--- config.mk ---
export PLATFORM = sky130hd
export DESIGN_NAME = rename_unit
export DESIGN_NICKNAME = d
export VERILOG_FILES = /design/src/rtl/rename_unit.sv
export SDC_FILE = /design/constraint.sdc
export NUM_CORES = 2
export LEC_CHECK = 0
export CAP_MARGIN = 40
export CELL_PAD_IN_SITES_DETAIL_PLACEMENT = 0
export CELL_PAD_IN_SITES_GLOBAL_PLACEMENT = 1
export CORE_ASPECT_RATIO = 0.6
export CORE_UTILIZATION = 50
export DETAILED_ROUTE_END_ITERATION = 8
export GPL_ROUTABILITY_DRIVEN = 0
export GPL_TIMING_DRIVEN = 0
export HOLD_SLACK_MARGIN = 0.12
export MAX_ROUTING_LAYER = met4
export PLACE_DENSITY = 0.84
export SYNTH_ARGS = -nofsm -noshare
export SYNTH_HDL_FRONTEND = slang
export SYNTH_SLANG_ARGS = --single-unit
export TNS_END_PERCENT = 5
--- constraint.sdc ---
create_clock -name clk -period 24.4 [get_ports clk]
set_input_delay 2.44 -clock clk [delete_from_list [all_inputs] [get_ports clk]]
set_output_delay 2.44 -clock clk [all_outputs]
set_load 0.005 [all_outputs]
--- src/rtl/rename_unit.sv ---
// rename_unit: WIDTH-wide register rename stage. It uses a speculative RAT,
// a committed RAT updated from retire, and a bitmap of free physical tags.
// A flush restores the committed mapping and rebuilds the free map in one cycle.
//
// Handshakes: a transfer happens on a rising edge where valid and ready are
// both 1. in_valid/in_ready move a whole decode group, never part of one.
// out_valid/out_ready move a whole renamed group. While out_valid=1 and
// out_ready=0, out_* hold their values.
module rename_unit #(
   parameter int  WIDTH     = 2,
   parameter int  ARCH_REGS = 32,
   parameter int  PHYS_REGS = 64,
   localparam int AW        = $clog2(ARCH_REGS),
   localparam int PW        = $clog2(PHYS_REGS)
) (
   input  logic                clk,
   input  logic                reset,
   input  logic                flush,
   input  logic                in_valid,
   output logic                in_ready,
   input  logic [WIDTH-1:0]    in_rd_en,
   input  logic [WIDTH*AW-1:0] in_rs1,
   input  logic [WIDTH*AW-1:0] in_rs2,
   input  logic [WIDTH*AW-1:0] in_rd,
   output logic                out_valid,
   input  logic                out_ready,
   output logic [WIDTH*PW-1:0] out_p_rs1,
   output logic [WIDTH*PW-1:0] out_p_rs2,
   output logic [WIDTH*PW-1:0] out_p_rd,
   output logic [WIDTH*PW-1:0] out_p_old_rd,
   input  logic [WIDTH-1:0]    ret_valid,
   input  logic [WIDTH*AW-1:0] ret_rd,
   input  logic [WIDTH*PW-1:0] ret_p_rd,
   input  logic [WIDTH*PW-1:0] ret_p_old_rd
);

   logic [PW-1:0]        rat       [ARCH_REGS];
   logic [PW-1:0]        crat      [ARCH_REGS];
   logic [PW-1:0]        rat_n     [ARCH_REGS];
   logic [PW-1:0]        crat_n    [ARCH_REGS];
   logic [PHYS_REGS-1:0] free_map;
   logic [PHYS_REGS-1:0] commit_used;
   logic [PHYS_REGS-1:0] free_ret;
   logic [PHYS_REGS-1:0] used_n;
   logic [PHYS_REGS-1:0] pool;
   logic [PHYS_REGS-1:0] alloc_mask;
   logic [WIDTH-1:0]     wr;
   logic [PW:0]          need;
   logic [PW:0]          avail;
   logic [PW-1:0]        alloc_tag [WIDTH];
   logic                 found;
   logic                 accept;
   logic [WIDTH*PW-1:0]  p_rs1_c;
   logic [WIDTH*PW-1:0]  p_rs2_c;
   logic [WIDTH*PW-1:0]  p_rd_c;
   logic [WIDTH*PW-1:0]  p_old_c;

   // Writing slots, in ascending order, take the lowest remaining free tags.
   always_comb begin
      pool       = free_map;
      alloc_mask = '0;
      need       = '0;
      found      = 1'b0;
      wr         = '0;
      for (int k = 0; k < WIDTH; k++) begin
         wr[k]        = in_rd_en[k] && (in_rd[k*AW +: AW] != '0);
         need         = need + (PW+1)'(wr[k]);
         alloc_tag[k] = '0;
         found        = 1'b0;
         for (int p = 0; p < PHYS_REGS; p++) begin
            if (wr[k] && !found && pool[p]) begin
               alloc_tag[k]  = PW'(p);
               pool[p]       = 1'b0;
               alloc_mask[p] = 1'b1;
               found         = 1'b1;
            end
         end
      end
   end

   // Free-tag count uses only registered state, so retire has no comb path to in_ready.
   always_comb begin
      avail = '0;
      for (int p = 0; p < PHYS_REGS; p++) begin
         avail = avail + (PW+1)'(free_map[p]);
      end
   end

   assign in_ready = !flush && !reset && (!out_valid || out_ready) && (avail >= need);
   assign accept   = in_valid && in_ready;

   // Source and old-dest lookup: the nearest earlier writer in the group wins over the RAT.
   always_comb begin
      p_rs1_c = '0;
      p_rs2_c = '0;
      p_rd_c  = '0;
      p_old_c = '0;
      for (int j = 0; j < WIDTH; j++) begin
         p_rs1_c[j*PW +: PW] = rat[in_rs1[j*AW +: AW]];
         p_rs2_c[j*PW +: PW] = rat[in_rs2[j*AW +: AW]];
         p_old_c[j*PW +: PW] = rat[in_rd[j*AW +: AW]];
         for (int k = 0; k < WIDTH; k++) begin
            if (k < j && wr[k]) begin
               if (in_rd[k*AW +: AW] == in_rs1[j*AW +: AW]) p_rs1_c[j*PW +: PW] = alloc_tag[k];
               if (in_rd[k*AW +: AW] == in_rs2[j*AW +: AW]) p_rs2_c[j*PW +: PW] = alloc_tag[k];
               if (in_rd[k*AW +: AW] == in_rd[j*AW +: AW])  p_old_c[j*PW +: PW] = alloc_tag[k];
            end
         end
         if (in_rs1[j*AW +: AW] == '0) p_rs1_c[j*PW +: PW] = '0;
         if (in_rs2[j*AW +: AW] == '0) p_rs2_c[j*PW +: PW] = '0;
         if (wr[j]) p_rd_c[j*PW +: PW] = alloc_tag[j];
         else       p_old_c[j*PW +: PW] = '0;
      end
   end

   // Next committed state from retire (ascending slots), next speculative RAT from accept.
   always_comb begin
      crat_n   = crat;
      used_n   = commit_used;
      free_ret = free_map;
      rat_n    = rat;
      for (int k = 0; k < WIDTH; k++) begin
         if (ret_valid[k]) begin
            if (ret_p_rd[k*PW +: PW] != '0) begin
               crat_n[ret_rd[k*AW +: AW]]  = ret_p_rd[k*PW +: PW];
               used_n[ret_p_rd[k*PW +: PW]] = 1'b1;
            end
            if (ret_p_old_rd[k*PW +: PW] != '0) begin
               used_n[ret_p_old_rd[k*PW +: PW]]   = 1'b0;
               free_ret[ret_p_old_rd[k*PW +: PW]] = 1'b1;
            end
         end
         if (accept && wr[k]) rat_n[in_rd[k*AW +: AW]] = alloc_tag[k];
      end
   end

   // Mapping state: reset, then flush (committed view after retire), then normal update.
   always_ff @(posedge clk) begin
      if (reset) begin
         for (int i = 0; i < ARCH_REGS; i++) begin
            rat[i]  <= PW'(i);
            crat[i] <= PW'(i);
         end
         for (int p = 0; p < PHYS_REGS; p++) begin
            free_map[p]    <= (p >= ARCH_REGS);
            commit_used[p] <= (p < ARCH_REGS);
         end
      end else begin
         crat        <= crat_n;
         commit_used <= used_n;
         if (flush) begin
            rat      <= crat_n;
            free_map <= ~used_n;
         end else begin
            rat      <= rat_n;
            free_map <= free_ret & ~({PHYS_REGS{accept}} & alloc_mask);
         end
      end
   end

   // Output register toward dispatch; data holds until a new group is accepted.
   always_ff @(posedge clk) begin
      if (reset) begin
         out_valid    <= 1'b0;
         out_p_rs1    <= '0;
         out_p_rs2    <= '0;
         out_p_rd     <= '0;
         out_p_old_rd <= '0;
      end else if (flush) begin
         out_valid <= 1'b0;
      end else if (accept) begin
         out_valid    <= 1'b1;
         out_p_rs1    <= p_rs1_c;
         out_p_rs2    <= p_rs2_c;
         out_p_rd     <= p_rd_c;
         out_p_old_rd <= p_old_c;
      end else if (out_ready) begin
         out_valid <= 1'b0;
      end
   end

endmodule

==> results of run 1 <==
-- per-stage QoR --
stage               instance area, µm²  worst slack, ps  std cells
CTS                              47800            13530       6254
detailed placement               45900            14280       6156
global placement                 43800            13300       5984
floorplan                        41600            15790       4814
-- kinds of logic after synthesis --
family | share of synthesized area
simple gates | 0.177
compound gates | 0.199
mux | 0.261
buf+inv | 0.0515
flops | 0.270
fa+ha+maj | 0.0346
xor+xnor | 0.00611
-- cell usage after synthesis, types with 11 or more instances --
| master | instances |
|---|---|
| nor2_1 | 627 |
| xnor2_1 | 18 |
| o22a_1 | 31 |
| nand3_1 | 83 |
| buf_2 | 16 |
| maj3_1 | 11 |
| nor4_1 | 39 |
| fa_1 | 54 |
| a22oi_1 | 79 |
| clkbuf_1 | 373 |
| nand3b_1 | 17 |
| a221oi_1 | 27 |
| or4_1 | 17 |
| o32ai_1 | 18 |
| nand2b_1 | 19 |
| o211ai_1 | 29 |
| nand4_1 | 33 |
| a31oi_1 | 26 |
| and3_1 | 21 |
| nor2b_1 | 17 |
| inv_1 | 109 |
| nor3_1 | 127 |
| buf_1 | 59 |
| nand2_1 | 509 |
| or2_2 | 34 |
| or3_1 | 17 |
| o31ai_1 | 22 |
| a21oi_1 | 343 |
| mux2i_1 | 245 |
| dfxtp_1 | 561 |
| o221ai_1 | 22 |
| mux2_2 | 38 |
| ha_1 | 18 |
| o22ai_1 | 147 |
| a211oi_1 | 146 |
| xor2_1 | 11 |
| mux4_2 | 354 |
| nor3b_1 | 15 |
| o21ai_0 | 303 |
-- routing by layer --
metal | GRT overflow | GRT usage
met2 | 6 | 0.772
met4 | 2 | 0.353
met1 | 165 | 0.771
met5 | - | -
met3 | 160 | 0.627
==> results.md, run 1 <==
- Status: stopped before the end
- Failed at: global routing (5_1_grt)
- Tool error: [ERROR GRT-0116] Global routing finished with congestion. Check the congestion regions in the DRC Viewer.
- Hpwl dp: around 210 mm
- Synth area leader: dfxtp_1
- Chip Height: between 200 and 250 µm
- Clk root buf: clkbuf_16
- Syn_nets: just under 5000
- Post_cts resized: 0
- CTS Sinks: about 560
- Largest net degree at the start of global routing: 18
- GRT Total Usage: 0.684
- Row count: slightly above 80
- Synth cell types: 90
- Syn avg cell area: around 8.6 µm²
- Syn Std Cell Area: 41600 µm²
- Initial Util: 0.507
- Dominant cells by area after synthesis: dfxtp_1, mux4_2, mux2i_1
- Clock Path Buffers: 3
- Seq cells post-synth: roughly 560
- Vias in the first global route: 48841
- Post-synth EDFFs: 0
- Yosys warning total: 0
- Post-CTS Setup Bufs: 0
- First-pass GRT wire length: between 300 and 400 mm
- Total CTS buffers: 56
- Die width: 374 µm
- Yosys top cell area share: 0.270
- Ys flop type: dfxtp_1
- Register area share after synthesis: 0.270
- Gr ovfl total: between 300 and 400
- Mapped Cells: about 4800
- Cts hold-fix bufs: 0
- H-tree depth: 2
- Asr flop ratio synth: 0
- Boundary pin count: 123
- Port bufs: between 90 and 100
==> run 2: changes to the inputs <==
CELL_PAD_IN_SITES_DETAIL_PLACEMENT = default   (was 0)
CELL_PAD_IN_SITES_GLOBAL_PLACEMENT = default   (was 1)
CORE_ASPECT_RATIO = default   (was 0.6)
CORE_UTILIZATION = 35   (was 50)
HOLD_SLACK_MARGIN = default   (was 0.12)
MAX_ROUTING_LAYER = default   (was met4)
PLACE_DENSITY = default   (was 0.84)
PLACE_DENSITY_LB_ADDON = 0.15   (was default)
==> run 2 against run 1 <==
  * The run now ends clean
  * Synthesized cell count is the same
  * Synthesized area stayed put
==> results.md, run 2 <==
- Post-synthesis simple-gate area fraction: 0.177 (unchanged)
- Reg area: approximately 11000 µm²
- Final WL: between 200 and 250 mm
- Remaining DRCs: 0
- Post-CTS Setup Bufs: 0 (unchanged)
- ANT nets after route: 0
- Mapped Cells: 4814 (unchanged)
- Achievable frequency: 95.1 MHz
- Ys flop type: dfxtp_1
- Static leakage: between 15 and 20 nW
- Final Total Pwr: approximately 3.1 mW
- Yosys warning total: 0 (unchanged)
- M2 GR Usage: 0.534
- Die width: 347 µm (-7.4%)
- First drt pass iteration count: 9
- Synth Area in Compound Gates: 0.199 (unchanged)
- Commonest cells after routing, fill and taps aside: nor2_1, dfxtp_1, nand2_1, clkbuf_1, mux4_2
- CTS tree: built
- Sw Share: 0.381
- Synth-to-Final Area Change: 15.9%
- Clk root buf: clkbuf_16
- Unrepaired setup endpoints after global routing: false
- Chip Height: 347 µm (+54%)
- Busiest grt layer: met2
- Gr ovfl total: 0
- Synth Area in Adders: 0.0346 (unchanged)
- HP Class: reg -> reg
- XOR/XNOR Fraction of Synth Area: 0.00611 (unchanged)
- Seq cells post-synth: 561 (unchanged)
- WS Path Type: reg -> out
- WL/cell: about 37 µm
- Total CTS buffers: 68 (+21%)
- DIE AREA: ~120000 µm²
- Clock network power share: 0.346
- R2R setup slack: ~15000 ps
- Post-synthesis mux area share: 0.261 (unchanged)
- Syn avg cell area: 8.63 µm² (unchanged)
- # fillers: ~12000
- DR vias: 46984
- Starting DRC count in detailed routing: 9205
- CP Launch Type: flip-flop
- Core area: approximately 120000 µm²
- Max-cap viol count: 0
- Synth area leader: dfxtp_1
- Setup TNS: 0 ps
- Clock transition at path regs: ~60 ps
- CP Max Fanout: 10
- Relative slew slack: 0.248
- Dominant cells by area after synthesis: dfxtp_1, mux4_2, mux2i_1
- WP data required: 21960 ps
- Largest net degree at the start of global routing: 13
- Register area share after synthesis: 0.270 (unchanged)
- Internal power: around 1.9 mW
- Regs by FF count: crat (192), rat (192)
- Max Clock Skew: 40.7 ps
- Layout cell share with drive strength beyond 1: 0.140
- Post_cts resized: 0 (unchanged)
- Net switching power: 1.18 mW
- Clk_lat worst skew: between 600 and 700 ps
- Row count: 126 (+56%)
- Commonest cells in the synthesized netlist: nor2_1, dfxtp_1, nand2_1, clkbuf_1, mux4_2
- Post-layout min period: about 11000 ps
- Synth cell types: 90 (unchanged)
- Hpwl dp: 195 mm (-5.9%)
- Combinational family with the most area after synthesis: multiplexers
- Met3 Usage GRT: 0.204
- VDD IR max: around 0.046 mV
- Asr flop ratio synth: 0 (unchanged)
- Initial antenna violation count: 10
- Fin. Hold Viols: 0
- H-tree depth: 3 (+1)
- WP data arrival: ~8100 ps
- Initial Util: 0.352 (-0.155)
- Sequential share of power: 0.340
- Boundary pin count: 123 (unchanged)
- Vias in the first global route: 42463
- Endpoints failing setup: 0
- Syn_nets: 4959 (unchanged)
- Slew Viols, Final: 0
- Pwr/cell area: ~64 nW/µm²
- Period utilization: 0.431
- Tightest Pin Transition: between 1000 and 1500 ps
- Post-synth EDFFs: 0 (unchanged)
- GRT Total Usage: 0.399
- GR Util met1: 0.512
- Via density: between 6 and 7
- Count leader, synth: nor2_1
- Final nets: about 5300
- Worst setup EP type: output pin
- Cts hold-fix bufs: 0 (unchanged)
- CTS Sinks: 561 (unchanged)
- Commonest non-fill, non-tap cell in the layout: nor2_1
- Yosys top cell area share: 0.270 (unchanged)
- Gate power share: 0.314
- Port bufs: 91 (unchanged)
- Clock Path Buffers: 3 (unchanged)
- Status: completed
- First-pass GRT wire length: between 300 and 400 mm
- Area of the multi-input gates: ~28000 µm²
- Syn Std Cell Area: 41600 µm² (unchanged)
[run 2: kinds of logic after synthesis]
logic type               after synthesis
flip-flops                           561
AND/OR/NAND/NOR                     1631
multiplexers                         637
buffers and inverters                562
XOR/XNOR                              29
AO/OA/AOI/OAI                       1309
adder cells (fa/ha/maj)               85
[run 2: cell type report]
type	instances	share of cell area
multi-input combinational	3691	0.586
sequential	561	0.233
timing repair buffer	230	0.0492
clock buffer	103	0.0414
tap	1536	0.0399
buffer	451	0.0358
inverter	111	0.00865
clock inverter	17	0.00517
antenna	20	0.00104
[run 2: worst paths after layout]
| check | from | to | cells past startpoint |
|---|---|---|---|
| max reg2reg | free_map[61] | rat[94] | 30 |
| min | commit_used[0] | commit_used[0] | 1 |
| max | free_map[61] | in_ready | 22 |
| min reg2reg | commit_used[0] | commit_used[0] | 1 |
[run 2: worst max-delay path, stage by stage (launching register included)]
cell and delay [ps]:
dfxtp_1 470, clkbuf_1 480, inv_1 170, fa_1 500, fa_1 500, inv_1 60
fa_1 480, inv_1 50, fa_1 490, inv_1 50, fa_1 470, inv_1 50
fa_1 510, fa_1 420, fa_1 490, inv_1 40, ha_1 200, fa_1 500
ha_1 190, or4_1 400, a21oi_1 280, a31oi_1 120, clkdlybuf4s50_1 480
[run 2: routing by layer]
layer | share of wire | wire length (µm) | vias up
li1 | - | - | 18743
met1 | 0.37 | 91300 | 22612
met2 | 0.38 | 94400 | 4580
met3 | 0.18 | 45300 | 1041
met4 | 0.071 | 17600 | 8
met5 | 0.00051 | 127 | -
[run 2: power groups by stage]
stage	sequential (mW)	combinational, mW	clock (mW)
after floorplan	1.00	0.552	0
after global placement	1.05	0.889	0
after detailed placement	1.05	0.939	0
after CTS	1.03	0.942	1.06
after global routing	1.04	1.03	1.10
final	1.05	0.970	1.07
[run 2: through the flow]
stage               hold slack [ps]  setup WS [ps]  instances  instance area [µm²]   util
finish                          445          13880       6720                48200  0.409
global route                    480          13550       6702                48100  0.408
CTS                             447          13850       6688                48100  0.408
detailed placement              432          14540       6568                45800  0.389
global placement                428          13720       6441                44400  0.376
floorplan                       418          15790       4814                41600      -
No activity file was read; power rests on OpenSTA's default activity.
